**src/rtl/bus_burst_pkg.sv**
```systemverilog
// Shared types and next-beat address helper for the burst engine.
// Burst kinds, FSM states, WRAP/INCR address stepping.
package bus_burst_pkg;

  typedef enum logic [1:0] {
    SINGLE = 2'b00,
    INCR   = 2'b01,
    WRAP   = 2'b10,
    RSVD   = 2'b11
  } burst_type_t;

  typedef enum logic [1:0] {
    IDLE  = 2'd0,
    CHECK = 2'd1,
    BEAT  = 2'd2,
    RESP  = 2'd3
  } state_t;

  // WRAP keeps the upper bits and lets the low (len+1)*bytes window roll over
  function automatic logic [63:0] next_beat_addr(
    input logic [63:0]  cur,
    input burst_type_t  btype,
    input logic [7:0]   len,
    input int unsigned  bytes
  );
    logic [63:0] step;
    logic [63:0] mask;
    step = cur + 64'(bytes);
    mask = ((64'(len) + 64'd1) * 64'(bytes)) - 64'd1;
    if (btype == WRAP)
      return (cur & ~mask) | (step & mask);
    return step;
  endfunction

endpackage

```
**src/rtl/burst_addr_gen.sv**
```systemverilog
// Combinational next beat address for INCR / WRAP bursts.
// Standalone so the stepping rules can be exercised on their own.
module burst_addr_gen
  import bus_burst_pkg::*;
#(
  parameter int ADDR_WIDTH = 32,
  parameter int DATA_WIDTH = 32
) (
  input  logic [ADDR_WIDTH-1:0] cur,
  input  burst_type_t           btype,
  input  logic [7:0]            len,
  output logic [ADDR_WIDTH-1:0] nxt
);

  localparam int unsigned BYTES = DATA_WIDTH / 8;

  assign nxt = ADDR_WIDTH'(next_beat_addr(64'(cur), btype, len, BYTES));

endmodule

```
**src/rtl/bus_burst_engine.sv**
```systemverilog
// Burst-to-single-beat engine for simple peripherals.
// Optional stall watchdog: define BURST_TIMEOUT_EN.
module bus_burst_engine
  import bus_burst_pkg::*;
#(
  parameter int ADDR_WIDTH     = 32,
  parameter int DATA_WIDTH     = 32,
  parameter int TIMEOUT_CYCLES = 255
) (
  input  logic                    clk,
  input  logic                    rst,
  input  logic                    req_valid,
  output logic                    req_ready,
  input  logic                    req_write,
  input  logic [ADDR_WIDTH-1:0]   req_addr,
  input  logic [1:0]              req_type,
  input  logic [7:0]              req_len,
  input  logic [DATA_WIDTH/8-1:0] req_strobe,
  input  logic                    wbeat_valid,
  input  logic [DATA_WIDTH-1:0]   wbeat_data,
  output logic                    wbeat_ready,
  output logic                    rbeat_valid,
  output logic [DATA_WIDTH-1:0]   rbeat_data,
  output logic                    rbeat_last,
  output logic                    done,
  output logic                    done_err,
  output logic                    done_timeout,
  output logic                    p_wen,
  output logic                    p_ren,
  output logic [ADDR_WIDTH-1:0]   p_addr,
  output logic [DATA_WIDTH-1:0]   p_wdata,
  output logic [DATA_WIDTH/8-1:0] p_strobe,
  input  logic [DATA_WIDTH-1:0]   p_rdata,
  input  logic                    p_error,
  input  logic                    p_request_stall
);

  localparam int BYTES = DATA_WIDTH / 8;
  localparam bit CFG_OK =
    (DATA_WIDTH == 8 || DATA_WIDTH == 16 ||
     DATA_WIDTH == 32 || DATA_WIDTH == 64) &&
    (TIMEOUT_CYCLES > 0);

  state_t                  state;
  logic                    r_write;
  logic [ADDR_WIDTH-1:0]   r_addr;
  burst_type_t             r_type;
  logic [7:0]              r_len;
  logic [BYTES-1:0]        r_strobe;
  logic [7:0]              beat_cnt;
  logic                    err;

  logic                    in_beat;
  logic                    beat_done;
  logic                    last;
  logic                    chk_err;
  logic                    timeout_hit;
  logic [ADDR_WIDTH-1:0]   nxt_addr;

  burst_addr_gen #(
    .ADDR_WIDTH (ADDR_WIDTH),
    .DATA_WIDTH (DATA_WIDTH)
  ) u_addr_gen (
    .cur   (r_addr),
    .btype (r_type),
    .len   (r_len),
    .nxt   (nxt_addr)
  );

  assign in_beat   = (state == BEAT);
  assign last      = (beat_cnt == r_len);
  assign beat_done = in_beat & ~p_request_stall &
                     (~r_write | wbeat_valid);

  assign chk_err =
    (r_type == RSVD) ||
    ((r_addr & ADDR_WIDTH'(BYTES - 1)) != '0) ||
    ((r_type == WRAP) &&
     !(r_len inside {8'd1, 8'd3, 8'd7, 8'd15}));

  assign req_ready   = CFG_OK & (state == IDLE) & ~rst;
  assign wbeat_ready = in_beat & r_write & wbeat_valid &
                       ~p_request_stall;
  assign p_wen       = in_beat & r_write & wbeat_valid;
  assign p_ren       = in_beat & ~r_write;
  assign p_addr      = in_beat ? r_addr : '0;
  assign p_wdata     = p_wen ? wbeat_data : '0;
  assign p_strobe    = p_wen ? r_strobe : '0;
  assign done        = (state == RESP);
  assign done_err    = done & err;

`ifdef BURST_TIMEOUT_EN
  localparam int TW = $clog2(TIMEOUT_CYCLES + 1);

  logic [TW-1:0] stall_cnt;
  logic          tout;

  assign timeout_hit = in_beat & p_request_stall &
                       (stall_cnt == TW'(TIMEOUT_CYCLES - 1));

  // run length of consecutive stalled cycles within BEAT
  always_ff @(posedge clk) begin
    if (rst || !(in_beat && p_request_stall))
      stall_cnt <= '0;
    else
      stall_cnt <= stall_cnt + 1'b1;
  end

  always_ff @(posedge clk) begin
    if (rst || state == IDLE)
      tout <= 1'b0;
    else if (timeout_hit)
      tout <= 1'b1;
  end

  assign done_timeout = done & tout;
`else
  assign timeout_hit  = 1'b0;
  assign done_timeout = 1'b0;
`endif

  always_ff @(posedge clk) begin
    if (rst) begin
      state       <= IDLE;
      r_write     <= 1'b0;
      r_addr      <= '0;
      r_type      <= SINGLE;
      r_len       <= '0;
      r_strobe    <= '0;
      beat_cnt    <= '0;
      err         <= 1'b0;
      rbeat_valid <= 1'b0;
      rbeat_data  <= '0;
      rbeat_last  <= 1'b0;
    end else begin
      rbeat_valid <= beat_done & ~r_write;
      rbeat_last  <= beat_done & ~r_write & (last | p_error);
      if (beat_done && !r_write)
        rbeat_data <= p_rdata;

      unique case (state)
        IDLE: begin
          if (req_valid && CFG_OK) begin
            r_write  <= req_write;
            r_addr   <= req_addr;
            r_type   <= burst_type_t'(req_type);
            r_len    <= (req_type == SINGLE) ? 8'd0 : req_len;
            r_strobe <= req_strobe;
            beat_cnt <= '0;
            err      <= 1'b0;
            state    <= CHECK;
          end
        end
        CHECK: begin
          if (chk_err) begin
            err   <= 1'b1;
            state <= RESP;
          end else begin
            state <= BEAT;
          end
        end
        BEAT: begin
          if (timeout_hit) begin
            err   <= 1'b1;
            state <= RESP;
          end else if (beat_done) begin
            beat_cnt <= beat_cnt + 8'd1;
            r_addr   <= nxt_addr;
            if (p_error) begin
              err   <= 1'b1;
              state <= RESP;
            end else if (last) begin
              state <= RESP;
            end
          end
        end
        RESP: state <= IDLE;
      endcase
    end
  end

endmodule

```
**config.mk**
```make
export PLATFORM = sky130hd
export DESIGN_NAME = bus_burst_engine
export DESIGN_NICKNAME = d
export VERILOG_FILES = /design/src/rtl/bus_burst_pkg.sv /design/src/rtl/burst_addr_gen.sv /design/src/rtl/bus_burst_engine.sv
export SDC_FILE = /design/constraint.sdc
export NUM_CORES = 1
export LEC_CHECK = 0
export ABC_AREA = 1
export ABC_CLOCK_PERIOD_IN_PS = 1950
export BUFFER_PORTS_ARGS = -buffer_cell sky130_fd_sc_hd__buf_2
export CORE_MARGIN = 10
export CORE_UTILIZATION = 30
export CTS_BUF_LIST = sky130_fd_sc_hd__clkbuf_8
export CTS_CLUSTER_SIZE = 10
export DETAILED_ROUTE_END_ITERATION = 6
export MAX_ROUTING_LAYER = met4
export PLACE_DENSITY_LB_ADDON = 0.3
export SYNTH_ARGS = -nofsm -noshare
export SYNTH_HDL_FRONTEND = slang
export SYNTH_SLANG_ARGS = --single-unit
```
**constraint.sdc**
```tcl
create_clock -name clk -period 1.95 [get_ports clk]
set_clock_uncertainty 0.1 [all_clocks]
set_input_delay 0.2925 -clock clk [delete_from_list [all_inputs] [get_ports clk]]
set_output_delay 0.2925 -clock clk [all_outputs]
set_load 0.005 [all_outputs]
```
# ---- Yosys cells after proc, flatten, opt, wreduce, memory -nomap -nowiden
# Index checks and enable logic that the tools add are counted.
dict set report op_classes {
  bitwise 19
  n_addsub 4
  reduce_logical 16
  n_mux 24
  eq_ne 15
}
# op count
set ops {}
lappend ops {{$mux 32} 6}
lappend ops {{$and 32x32->32} 2}
lappend ops {{$pmux 32 s2} 1}
lappend ops {{$add 32x3->32 const B} 1}
lappend ops {{$not 32->32} 1}
lappend ops {{$or 32x32->32} 1}
lappend ops {{$reduce_bool 32->1} 1}
lappend ops {{$mux 8} 3}
lappend ops {{$pmux 8 s2} 1}
lappend ops {{$sub 11x1->12 const B} 1}
lappend ops {{$and 1x1->1} 10}
lappend ops {{$add 8x1->9 const B} 1}
lappend ops {{$add 8x1->8 const B} 1}
lappend ops {{$eq 2x2->1 const B} 4}
lappend ops {{$eq 8x1->1 const B} 1}
lappend ops {{$eq 8x2->1 const B} 1}
lappend ops {{$eq 8x3->1 const B} 1}
lappend ops {{$eq 8x4->1 const B} 1}
lappend ops {{$eq 8x8->1} 1}
lappend ops {{$mux 2} 4}
lappend ops {{$pmux 2 s4} 1}
lappend ops {{$mux 1} 6}
lappend ops {{$ne 2x2->1 const B} 3}
lappend ops {{$reduce_and 3->1} 2}
lappend ops {{16 further kinds} 23}
dict set report word_totals {
  wordCells 89
  register_bits 92
}

# ---- Depth between registers and ports, before layout
# Gate-level depths: netlist (run 1).
dict set report depth {
  depth_word 9
  ltp_mapped 15
  ltp_nobuf 14
}

# ---- Hierarchy
# A second synthesis (run 1) with hierarchy kept.
dict set report hier_totals {
  cells_unflattened 1036
  hier_area_um2 6170.9
}
# module seq_area_each_um2 cells_per_inst instances area_each_um2
set by_module_without_submodules {}
lappend by_module_without_submodules {bus_burst_engine 1841.8 667 1 4450.5}
lappend by_module_without_submodules {burst_addr_gen 0.0 369 1 1720.4}

# ---- Worst setup path before layout (run 1)
# No wires, ideal clock.
dict set report synth_timing {
  kind {register to register}
  from {reg r_len[1]}
  to {reg (tool-made name)}
  period_less_slack_ps 2087
  setup_slack_ps -137
  path_stages_with_launch 15
  required_time_ps 1780
  arrival_time_ps 1918
  setup_time_ps 70
  n_path_buf 0
  cell_sequence {dfxtp_1 > ha_1 > inv_1 > nor2_2 > nand2_1 > nand2_4 > nor2_8 > nand2_4 > nor3_1 > ha_1 > nand2_1 > o211ai_1 > a21oi_1 > a21oi_1 > a21oi_1}
}
# item line
set synth_lines {}
lappend synth_lines {{start: declaration} bus_burst_engine.sv:48} ;# logic [7:0] r_len;
lappend synth_lines {{start signal: assignment} bus_burst_engine.sv:147} ;# r_len <= (req_type == SINGLE) ? 8'd0 : req_len;

==> flow_results.xml, run 1 <==
<?xml version="1.0" encoding="UTF-8"?>
<metrics>
  <group name="setup_path">
    <metric name="critical_path.max_fanout" unit="">6</metric>
    <metric name="cp.required" unit="ns">2.18</metric>
    <metric name="cp_data_arrival_time" unit="ns">2.30</metric>
    <metric name="worstSetupPathType" unit="">register to register</metric>
    <metric name="crit_path_end_kind" unit="">register</metric>
    <metric name="cell_depth_of_the_worst_flop_to_flop_path" unit="">11</metric>
    <metric name="timing.reg2reg.setup_slack" unit="ns">-0.12</metric>
    <metric name="regToRegStartpoint" unit="">r_len[0]$_SDFFE_PP0P_</metric>
    <metric name="critPathLaunchType" unit="">register</metric>
  </group>
  <group name="pwr">
    <metric name="switching_share_of_power" unit="%">46.0</metric>
    <metric name="power" unit="W">0.0111</metric>
    <metric name="cell_internal_pwr" unit="W">0.00598</metric>
    <metric name="comb_power_share" unit="%">60.0</metric>
    <metric name="power.share.clock" unit="%">13.1</metric>
    <metric name="leakage_power_figure" unit="nW">4.84</metric>
    <metric name="peakVddDrop" unit="mV">0.556</metric>
    <metric name="power.density_cell_area" unit="nW/um^2">1170</metric>
    <metric name="power.share.sequential" unit="%">26.9</metric>
    <metric name="switching_power" unit="W">0.00509</metric>
  </group>
  <group name="floorplanning">
    <metric name="floorplan_die_height" unit="um">163</metric>
    <metric name="placeableCoreArea" unit="sq um">20200</metric>
    <metric name="boundaryPins" unit="">226</metric>
    <metric name="die_w" unit="um">163</metric>
    <metric name="die_outline_area" unit="sq um">26700</metric>
    <metric name="initial_utilization" unit="%">30.5</metric>
    <metric name="core.rowCount" unit="">52</metric>
  </group>
  <group name="route">
    <metric name="route.antenna.remaining_nets" unit="">0</metric>
    <metric name="first_iter_violations" unit="">452</metric>
    <metric name="drt_wl_total" unit="mm">24.7</metric>
    <metric name="vias" unit="">7662</metric>
    <metric name="remaining_drc_errors" unit="">0</metric>
    <metric name="wl_per_cell" unit="um">15.2</metric>
    <metric name="route.detailed.vias_per_inst" unit="">4.71</metric>
    <metric name="detailedRoute.firstPassIterationCount" unit="">5</metric>
  </group>
  <group name="clock_network">
    <metric name="cts_hold_repair.buffers" unit="">0</metric>
    <metric name="clk_transition_reported_paths" unit="ns">0.10</metric>
    <metric name="cts_tree" unit="">yes</metric>
    <metric name="cts.path.max_buffers" unit="">2</metric>
    <metric name="clk-insertion-delay-late" unit="ns">0.39</metric>
    <metric name="ctsRootBufferMaster" unit="">sky130_fd_sc_hd__clkbuf_8</metric>
    <metric name="cts_buffers" unit="">9</metric>
    <metric name="sink_count" unit="">92</metric>
    <metric name="clock_tree.htree_level_count" unit="">3</metric>
  </group>
  <group name="synthesis">
    <metric name="yosysTopAreaCell" unit="">sky130_fd_sc_hd__dfxtp_1</metric>
    <metric name="async_reset_ff_share" unit="%">0</metric>
    <metric name="synth.most_common_cell" unit="">sky130_fd_sc_hd__nand2_1</metric>
    <metric name="yosysUniqueCellTypes" unit="">42</metric>
    <metric name="synth-warning-count" unit="">0</metric>
    <metric name="postSynthRegisterBits" unit="">92</metric>
    <metric name="combined_area_of_all_synthesized_cells" unit="sq um">6180</metric>
    <metric name="yosysSeqAreaShare" unit="%">29.8</metric>
    <metric name="avgSynthCellArea" unit="sq um">5.92</metric>
    <metric name="syn_inst" unit="">1043</metric>
    <metric name="synth.cells.most_frequent" unit="">sky130_fd_sc_hd__nand2_1, sky130_fd_sc_hd__inv_1, sky130_fd_sc_hd__nor2_1</metric>
    <metric name="count_of_flip_flops_with_a_built_in_enable_after_synthesis" unit="">0</metric>
    <metric name="leading_cell_types_by_total_area_after_synthesis" unit="">sky130_fd_sc_hd__dfxtp_1, sky130_fd_sc_hd__nand2_1, sky130_fd_sc_hd__inv_1</metric>
    <metric name="synth_ff_type" unit="">sky130_fd_sc_hd__dfxtp_1</metric>
    <metric name="area_share_of_the_leading_cell_type_in_the_synthesized_netlist" unit="%">29.8</metric>
    <metric name="syn_nets" unit="">1171</metric>
  </group>
  <group name="timing">
    <metric name="post-route-worst-setup-slack" unit="ns">-0.120</metric>
    <metric name="maxSlewViolCount" unit="">0</metric>
    <metric name="fmax" unit="MHz">483</metric>
    <metric name="rsz0062_at_grt" unit="">yes</metric>
    <metric name="finalCriticalPeriod" unit="ns">2.07</metric>
    <metric name="hold_violations" unit="">0</metric>
    <metric name="worst-slew-pin-transition" unit="ns">0.498</metric>
    <metric name="max-slew-margin-rel" unit="%">66.5</metric>
    <metric name="final-setup-viol-count" unit="">52</metric>
    <metric name="post-route-period-util" unit="%">106</metric>
  </group>
  <group name="min_path">
    <metric name="min_path_type" unit="">input port to register</metric>
    <metric name="holdPathEnd" unit="">r_len[0]$_SDFFE_PP0P_</metric>
    <metric name="min_from" unit="">req_len[0]</metric>
    <metric name="worstHoldPathCells" unit="">3</metric>
  </group>
  <group name="grt">
    <metric name="antenna_found_initial" unit="">3</metric>
    <metric name="globalRouteOverflowTotal" unit="">0</metric>
    <metric name="grt_start_max_net_pins" unit="">41</metric>
    <metric name="grt_first_pass_wirelength" unit="mm">38.4</metric>
    <metric name="global_router_s_overall_resource_usage" unit="%">18.1</metric>
    <metric name="first_global_vias" unit="">7626</metric>
  </group>
  <group name="cells_and_area">
    <metric name="final_layout_size_suffix_gt1_share" unit="%">37.9</metric>
    <metric name="final_cells" unit="">1628</metric>
    <metric name="final_net_count" unit="">1478</metric>
    <metric name="syn2layout_area_growth" unit="%">52.5</metric>
  </group>
  <group name="outcome">
    <metric name="violations" unit="">negative setup slack</metric>
    <metric name="run_status" unit="">finished, violations left</metric>
  </group>
  <group name="job">
    <metric name="cap_viol_max_count" unit="">0</metric>
  </group>
  <group name="place">
    <metric name="globalplace.congestion" unit="">0.917</metric>
    <metric name="port_buffers" unit="">224</metric>
    <metric name="placed_wire_length_estimate" unit="mm">18.0</metric>
    <metric name="dp_cells" unit="">1575</metric>
  </group>
</metrics>
## cell families (layout without fill, tap and decap cells)
kind of cell / Yosys count / count (layout) / synth area share [%]
AND/OR/NAND/NOR: 594 / 595 / 41.4
adder cells (fa/ha/maj): 11 / 11 / 2.23
flip-flops: 92 / 92 / 29.8
multiplexers: 1 / 1 / 0.162
XOR/XNOR: 14 / 14 / 1.99
AO/OA/AOI/OAI: 124 / 124 / 11.1
buffers and inverters: 206 / 517 / 13.2
other: 1 / 4 / 0.0607
## worst max-delay path by stage
stage | from | to | slack (ns) | cells past startpoint
floorplan | r_len[1]$_SDFFE_PP0P_ | register | -0.002 | 14
global placement | r_len[1]$_SDFFE_PP0P_ | register | -0.12 | 14
detailed placement | r_len[0]$_SDFFE_PP0P_ | register | -0.18 | 11
CTS | state[0]$_SDFFE_PP0P_ | p_wdata[18] | -0.12 | 8
global route | r_len[1]$_SDFFE_PP0P_ | register | -0.23 | 11
finish | r_len[0]$_SDFFE_PP0P_ | register | -0.12 | 11
## critical path, stage by stage (launching register included)
cell	delay (ns)
sky130_fd_sc_hd__dfxtp_4	0.43
sky130_fd_sc_hd__ha_4	0.16
sky130_fd_sc_hd__nand3_2	0.06
sky130_fd_sc_hd__o21bai_1	0.20
sky130_fd_sc_hd__nand2_2	0.11
sky130_fd_sc_hd__nor3_4	0.23
sky130_fd_sc_hd__ha_4	0.23
sky130_fd_sc_hd__nand2_2	0.06
sky130_fd_sc_hd__o211ai_1	0.09
sky130_fd_sc_hd__a21oi_1	0.13
sky130_fd_sc_hd__a21oi_1	0.06
sky130_fd_sc_hd__a21oi_1	0.14
## layer usage
layer / wire length [um] / vias up / global-route usage (%)
li1: - / 3889 / -
met1: 10300 / 3475 / 21.2
met2: 11800 / 271 / 29.9
met3: 2080 / 27 / 5.21
met4: 410 / 0 / 4.63
met5: 0 / - / -
## layout make-up
type	instances	area [sq um]
clock inverters	7	92.6
repair buffers	341	2350
diodes	3	7.51
clock buffers	9	124
multi-input cells	746	4020
inverters	160	616
flip-flops and latches	92	1870
fillers	2071	10800
well taps	270	338
## cell usage in the layout, fill, tap and decap left out, types with 9 or more instances in the layout
cell,instances
sky130_fd_sc_hd__nor2_1,119
sky130_fd_sc_hd__nand2_1,240
sky130_fd_sc_hd__a21oi_1,70
sky130_fd_sc_hd__clkbuf_8,9
sky130_fd_sc_hd__nand2_4,10
sky130_fd_sc_hd__nor2_2,30
sky130_fd_sc_hd__xor2_1,12
sky130_fd_sc_hd__o21ai_0,19
sky130_fd_sc_hd__dfxtp_1,82
sky130_fd_sc_hd__buf_2,223
sky130_fd_sc_hd__inv_1,148
sky130_fd_sc_hd__buf_4,84
sky130_fd_sc_hd__nand2_2,40
sky130_fd_sc_hd__buf_12,11
sky130_fd_sc_hd__nor2_4,11
sky130_fd_sc_hd__buf_6,14
sky130_fd_sc_hd__nand3_1,81
sky130_fd_sc_hd__nor3_1,18
sky130_fd_sc_hd__nand3_2,14
sky130_fd_sc_hd__nand4_1,14
## power by group through the flow
stage	logic, W	registers (W)	clock network [W]
after global routing	0.00736	0.00303	0.00157
final	0.00664	0.00297	0.00145
after detailed placement	0.00508	0.00295	0
after CTS	0.00572	0.00293	0.00152
after floorplan	0.00327	0.00280	0
after global placement	0.00505	0.00295	0
## timing repair
item	in CTS	in global routing
pin swaps	16	47
resized for setup	60	118
endpoints found under the setup margin	101	106
cloned	5	4
setup buffers	9	17
## stage by stage
stage | setup TNS, ns | utilization, % | area (sq um) | hold slack [ns] | setup slack (ns)
detailed placement | -2.26 | 40.5 | 8190 | 0.346 | -0.184
finish | -3.25 | 46.6 | 9420 | 0.0417 | -0.120
global route | -11.04 | 46.6 | 9420 | 0.0306 | -0.227
CTS | -4.83 | 43.4 | 8770 | 0.0171 | -0.123
global placement | -1.57 | 40.5 | 8190 | 0.342 | -0.122
floorplan | -0.00157 | - | 6220 | 0.330 | -0.00157
(Power assumes the default switching activity.)
==> run 2: changes to the inputs <==
--- a/config.mk
+++ b/config.mk
@@ -17,4 +17,5 @@
 export PLACE_DENSITY_LB_ADDON = 0.3
 export SYNTH_ARGS = -nofsm -noshare
 export SYNTH_HDL_FRONTEND = slang
+export SYNTH_HIERARCHICAL = 1
 export SYNTH_SLANG_ARGS = --single-unit
==> flow_results.xml, run 2 <==
<?xml version="1.0" encoding="UTF-8"?>
<metrics>
  <group name="route">
    <metric name="wl_per_cell" unit="um">15.8</metric>
    <metric name="route.detailed.vias_per_inst" unit="">4.78</metric>
    <metric name="vias" unit="">7769</metric>
    <metric name="drt_wl_total" unit="mm">25.8</metric>
    <metric name="route.antenna.remaining_nets" unit="">0</metric>
    <metric name="first_iter_violations" unit="">460</metric>
    <metric name="remaining_drc_errors" unit="">0</metric>
    <metric name="detailedRoute.firstPassIterationCount" unit="">5</metric>
  </group>
  <group name="place">
    <metric name="port_buffers" unit="">224</metric>
    <metric name="post-place-ws" unit="ns">-0.105</metric>
    <metric name="globalplace.congestion" unit="">0.853</metric>
    <metric name="placed_wire_length_estimate" unit="mm">17.7</metric>
  </group>
  <group name="synthesis">
    <metric name="postSynthRegisterBits" unit="">92</metric>
    <metric name="async_reset_ff_share" unit="%">0</metric>
    <metric name="yosysTopAreaCell" unit="">sky130_fd_sc_hd__dfxtp_1</metric>
    <metric name="yosysSeqAreaShare" unit="%">29.8</metric>
    <metric name="leading_cell_types_by_total_area_after_synthesis" unit="">sky130_fd_sc_hd__dfxtp_1, sky130_fd_sc_hd__nand2_1, sky130_fd_sc_hd__inv_1</metric>
    <metric name="combined_area_of_all_synthesized_cells" unit="sq um">6170</metric>
    <metric name="yosysUniqueCellTypes" unit="">37</metric>
    <metric name="area_share_of_the_leading_cell_type_in_the_synthesized_netlist" unit="%">29.8</metric>
    <metric name="count_of_flip_flops_with_a_built_in_enable_after_synthesis" unit="">0</metric>
    <metric name="synth.cells.most_frequent" unit="">sky130_fd_sc_hd__nand2_1, sky130_fd_sc_hd__inv_1, sky130_fd_sc_hd__nor2_1</metric>
    <metric name="synth.most_common_cell" unit="">sky130_fd_sc_hd__nand2_1</metric>
    <metric name="synth_ff_type" unit="">sky130_fd_sc_hd__dfxtp_1</metric>
    <metric name="avgSynthCellArea" unit="sq um">5.96</metric>
    <metric name="syn_inst" unit="">1036</metric>
    <metric name="synth-warning-count" unit="">6</metric>
    <metric name="syn_nets" unit="">1161</metric>
  </group>
  <group name="pwr">
    <metric name="power.share.clock" unit="%">14.1</metric>
    <metric name="switching_power" unit="W">0.00453</metric>
    <metric name="switching_share_of_power" unit="%">44.8</metric>
    <metric name="power" unit="W">0.0101</metric>
    <metric name="leakage_power_figure" unit="nW">5.14</metric>
    <metric name="comb_power_share" unit="%">57.9</metric>
    <metric name="cell_internal_pwr" unit="W">0.00558</metric>
    <metric name="peakVddDrop" unit="mV">0.504</metric>
    <metric name="power.share.sequential" unit="%">28.0</metric>
    <metric name="power.density_cell_area" unit="nW/um^2">1030</metric>
  </group>
  <group name="floorplanning">
    <metric name="die_outline_area" unit="sq um">26700</metric>
    <metric name="placeableCoreArea" unit="sq um">20200</metric>
    <metric name="die_w" unit="um">163</metric>
    <metric name="core.rowCount" unit="">52</metric>
    <metric name="boundaryPins" unit="">226</metric>
    <metric name="initial_utilization" unit="%">30.5</metric>
    <metric name="floorplan_die_height" unit="um">163</metric>
  </group>
  <group name="min_path">
    <metric name="holdPathEnd" unit="">rbeat_data[29]$_SDFFE_PP0P_</metric>
    <metric name="worstHoldPathCells" unit="">3</metric>
    <metric name="min_path_type" unit="">input port to register</metric>
    <metric name="min_from" unit="">p_rdata[29]</metric>
  </group>
  <group name="timing">
    <metric name="maxSlewViolCount" unit="">0</metric>
    <metric name="fin_hold_ws" unit="ns">0.0366</metric>
    <metric name="final-setup-viol-count" unit="">99</metric>
    <metric name="hold_violations" unit="">0</metric>
    <metric name="post-route-period-util" unit="%">105</metric>
    <metric name="fmax" unit="MHz">489</metric>
    <metric name="rsz0062_at_grt" unit="">yes</metric>
    <metric name="finalSetupTns" unit="ns">-5.19</metric>
    <metric name="finalCriticalPeriod" unit="ns">2.05</metric>
    <metric name="post-route-worst-setup-slack" unit="ns">-0.0964</metric>
  </group>
  <group name="cells_and_area">
    <metric name="final_layout_size_suffix_gt1_share" unit="%">41.4</metric>
    <metric name="layout.cells.most_common" unit="">sky130_fd_sc_hd__nand2_1</metric>
    <metric name="final_net_count" unit="">1476</metric>
    <metric name="syn2layout_area_growth" unit="%">58.9</metric>
    <metric name="largest_registers" unit="">r_addr x32, rbeat_data x32</metric>
    <metric name="mostFrequentLayoutCells" unit="">sky130_fd_sc_hd__nand2_1, sky130_fd_sc_hd__buf_2, sky130_fd_sc_hd__inv_1, sky130_fd_sc_hd__buf_4, sky130_fd_sc_hd__nor2_1</metric>
    <metric name="final_util" unit="%">48.5</metric>
  </group>
  <group name="grt">
    <metric name="grt_first_pass_wirelength" unit="mm">37.8</metric>
    <metric name="antenna_found_initial" unit="">1</metric>
    <metric name="globalRouteOverflowTotal" unit="">0</metric>
    <metric name="global_router_s_overall_resource_usage" unit="%">18.0</metric>
    <metric name="grt_start_max_net_pins" unit="">52</metric>
    <metric name="first_global_vias" unit="">7431</metric>
  </group>
  <group name="setup_path">
    <metric name="timing.reg2reg.setup_slack" unit="ns">-0.08</metric>
    <metric name="regToRegStartpoint" unit="">r_len[0]$_SDFFE_PP0P_</metric>
    <metric name="critical_path.max_fanout" unit="">8</metric>
    <metric name="cp_data_arrival_time" unit="ns">1.65</metric>
    <metric name="crit_path_end_kind" unit="">primary output</metric>
    <metric name="cp.required" unit="ns">1.56</metric>
    <metric name="cell_depth_of_the_worst_flop_to_flop_path" unit="">14</metric>
    <metric name="critPathLaunchType" unit="">register</metric>
    <metric name="worstReg2RegEnd" unit="">r_addr[22]$_SDFFE_PP0P_</metric>
    <metric name="worstSetupPathType" unit="">register to primary output</metric>
  </group>
  <group name="clock_network">
    <metric name="sink_count" unit="">92</metric>
    <metric name="clk_transition_reported_paths" unit="ns">0.12</metric>
    <metric name="cts.path.max_buffers" unit="">2</metric>
    <metric name="clock_tree.htree_level_count" unit="">3</metric>
    <metric name="cts_hold_repair.buffers" unit="">0</metric>
    <metric name="cts_tree" unit="">yes</metric>
    <metric name="ctsRootBufferMaster" unit="">sky130_fd_sc_hd__clkbuf_8</metric>
    <metric name="cts_buffers" unit="">9</metric>
    <metric name="clk-insertion-delay-late" unit="ns">0.40</metric>
  </group>
  <group name="job">
    <metric name="cap_viol_max_count" unit="">0</metric>
  </group>
  <group name="outcome">
    <metric name="violations" unit="">negative setup slack</metric>
    <metric name="run_status" unit="">finished, violations left</metric>
  </group>
</metrics>
[run 2: cell count changes after synthesis, sizes merged, moves of 4 or more]
cell / delta
nand2: +65
nand3b: +8
nor3: -17
a21oi: -20
o211ai: -5
a31oi: +32
nand3: -32
nor2: -46
xnor2: +12
nand4: +4
o21ai: +27
inv: -15
xor2: -8
[run 2: timing repair]
| action | CTS | global route |
|---|---|---|
| setup buffers | 17 | 15 |
| gates resized for setup | 67 | 230 |
| cloned | 8 | 7 |
| endpoints found under the setup margin | 94 | 113 |
| pin swaps | 26 | 89 |
[run 2: kinds of logic after synthesis]
| group | after synthesis | synth area share, % |
|---|---|---|
| flip-flops | 92 | 29.8 |
| AND/OR/NAND/NOR | 569 | 39.3 |
| adder cells (fa/ha/maj) | 8 | 1.62 |
| XOR/XNOR | 18 | 2.55 |
| multiplexers | 1 | 0.162 |
| AO/OA/AOI/OAI | 152 | 13.5 |
| buffers and inverters | 195 | 12.9 |
| other | 1 | 0.0608 |
[run 2: worst max-delay path, cell delays in order, from the launching register on]
cell and delay [ns]:
sky130_fd_sc_hd__dfxtp_2 0.34, sky130_fd_sc_hd__inv_2 0.07, sky130_fd_sc_hd__ha_4 0.17, sky130_fd_sc_hd__buf_6 0.12, sky130_fd_sc_hd__buf_12 0.17, sky130_fd_sc_hd__clkbuf_16 0.19
sky130_fd_sc_hd__nand2_2 0.04, sky130_fd_sc_hd__inv_1 0.04, sky130_fd_sc_hd__buf_2 0.10
[run 2: how the worst max path moves through the flow]
stage	start	endpoint	slack [ns]	depth (start not counted)
2_1_floorplan	r_len[0]$_SDFFE_PP0P_	r_addr[12]$_SDFFE_PP0P_	0.004	15
3_3_place_gp	r_len[0]$_SDFFE_PP0P_	r_addr[22]$_SDFFE_PP0P_	-0.07	13
3_5_place_dp	r_len[0]$_SDFFE_PP0P_	r_addr[22]$_SDFFE_PP0P_	-0.10	13
4_1_cts	state[0]$_SDFFE_PP0P_	p_wdata[20]	-0.11	8
5_1_grt	r_len[0]$_SDFFE_PP0P_	r_addr[22]$_SDFFE_PP0P_	-0.21	14
6_report	state[0]$_SDFFE_PP0P_	p_addr[12]	-0.1	8
[run 2: power by group through the flow]
stage	registers, W	logic [W]	clock network [W]
2_1_floorplan	0.00274	0.00235	0
3_3_place_gp	0.00275	0.00388	0
3_5_place_dp	0.00276	0.00394	0
4_1_cts	0.00275	0.00443	0.00149
5_1_grt	0.00288	0.00634	0.00154
6_report	0.00283	0.00585	0.00143
[run 2: area by class of cell]
type	instances	area, sq um
diodes	1	2.50
fillers	2027	10400
clock buffers	9	124
inverters	146	578
multi-input cells	752	4220
repair buffers	350	2590
flip-flops and latches	92	1870
well taps	270	338
clock inverters	7	81.3
[run 2: layer usage]
layer	vias up	routed length, um	GRT usage (%)
li1	3908	-	-
met1	3549	10600	20.5
met2	282	12800	30.4
met3	30	2060	5.34
met4	0	376	4.26
met5	-	0	-
[run 2: stage by stage]
stage          instance area (sq um)  std cells
2_1_floorplan                   6180       1036
3_3_place_gp                    8090       1564
3_5_place_dp                    8090       1564
4_1_cts                         8800       1605
5_1_grt                         9800       1627
6_report                        9800       1627
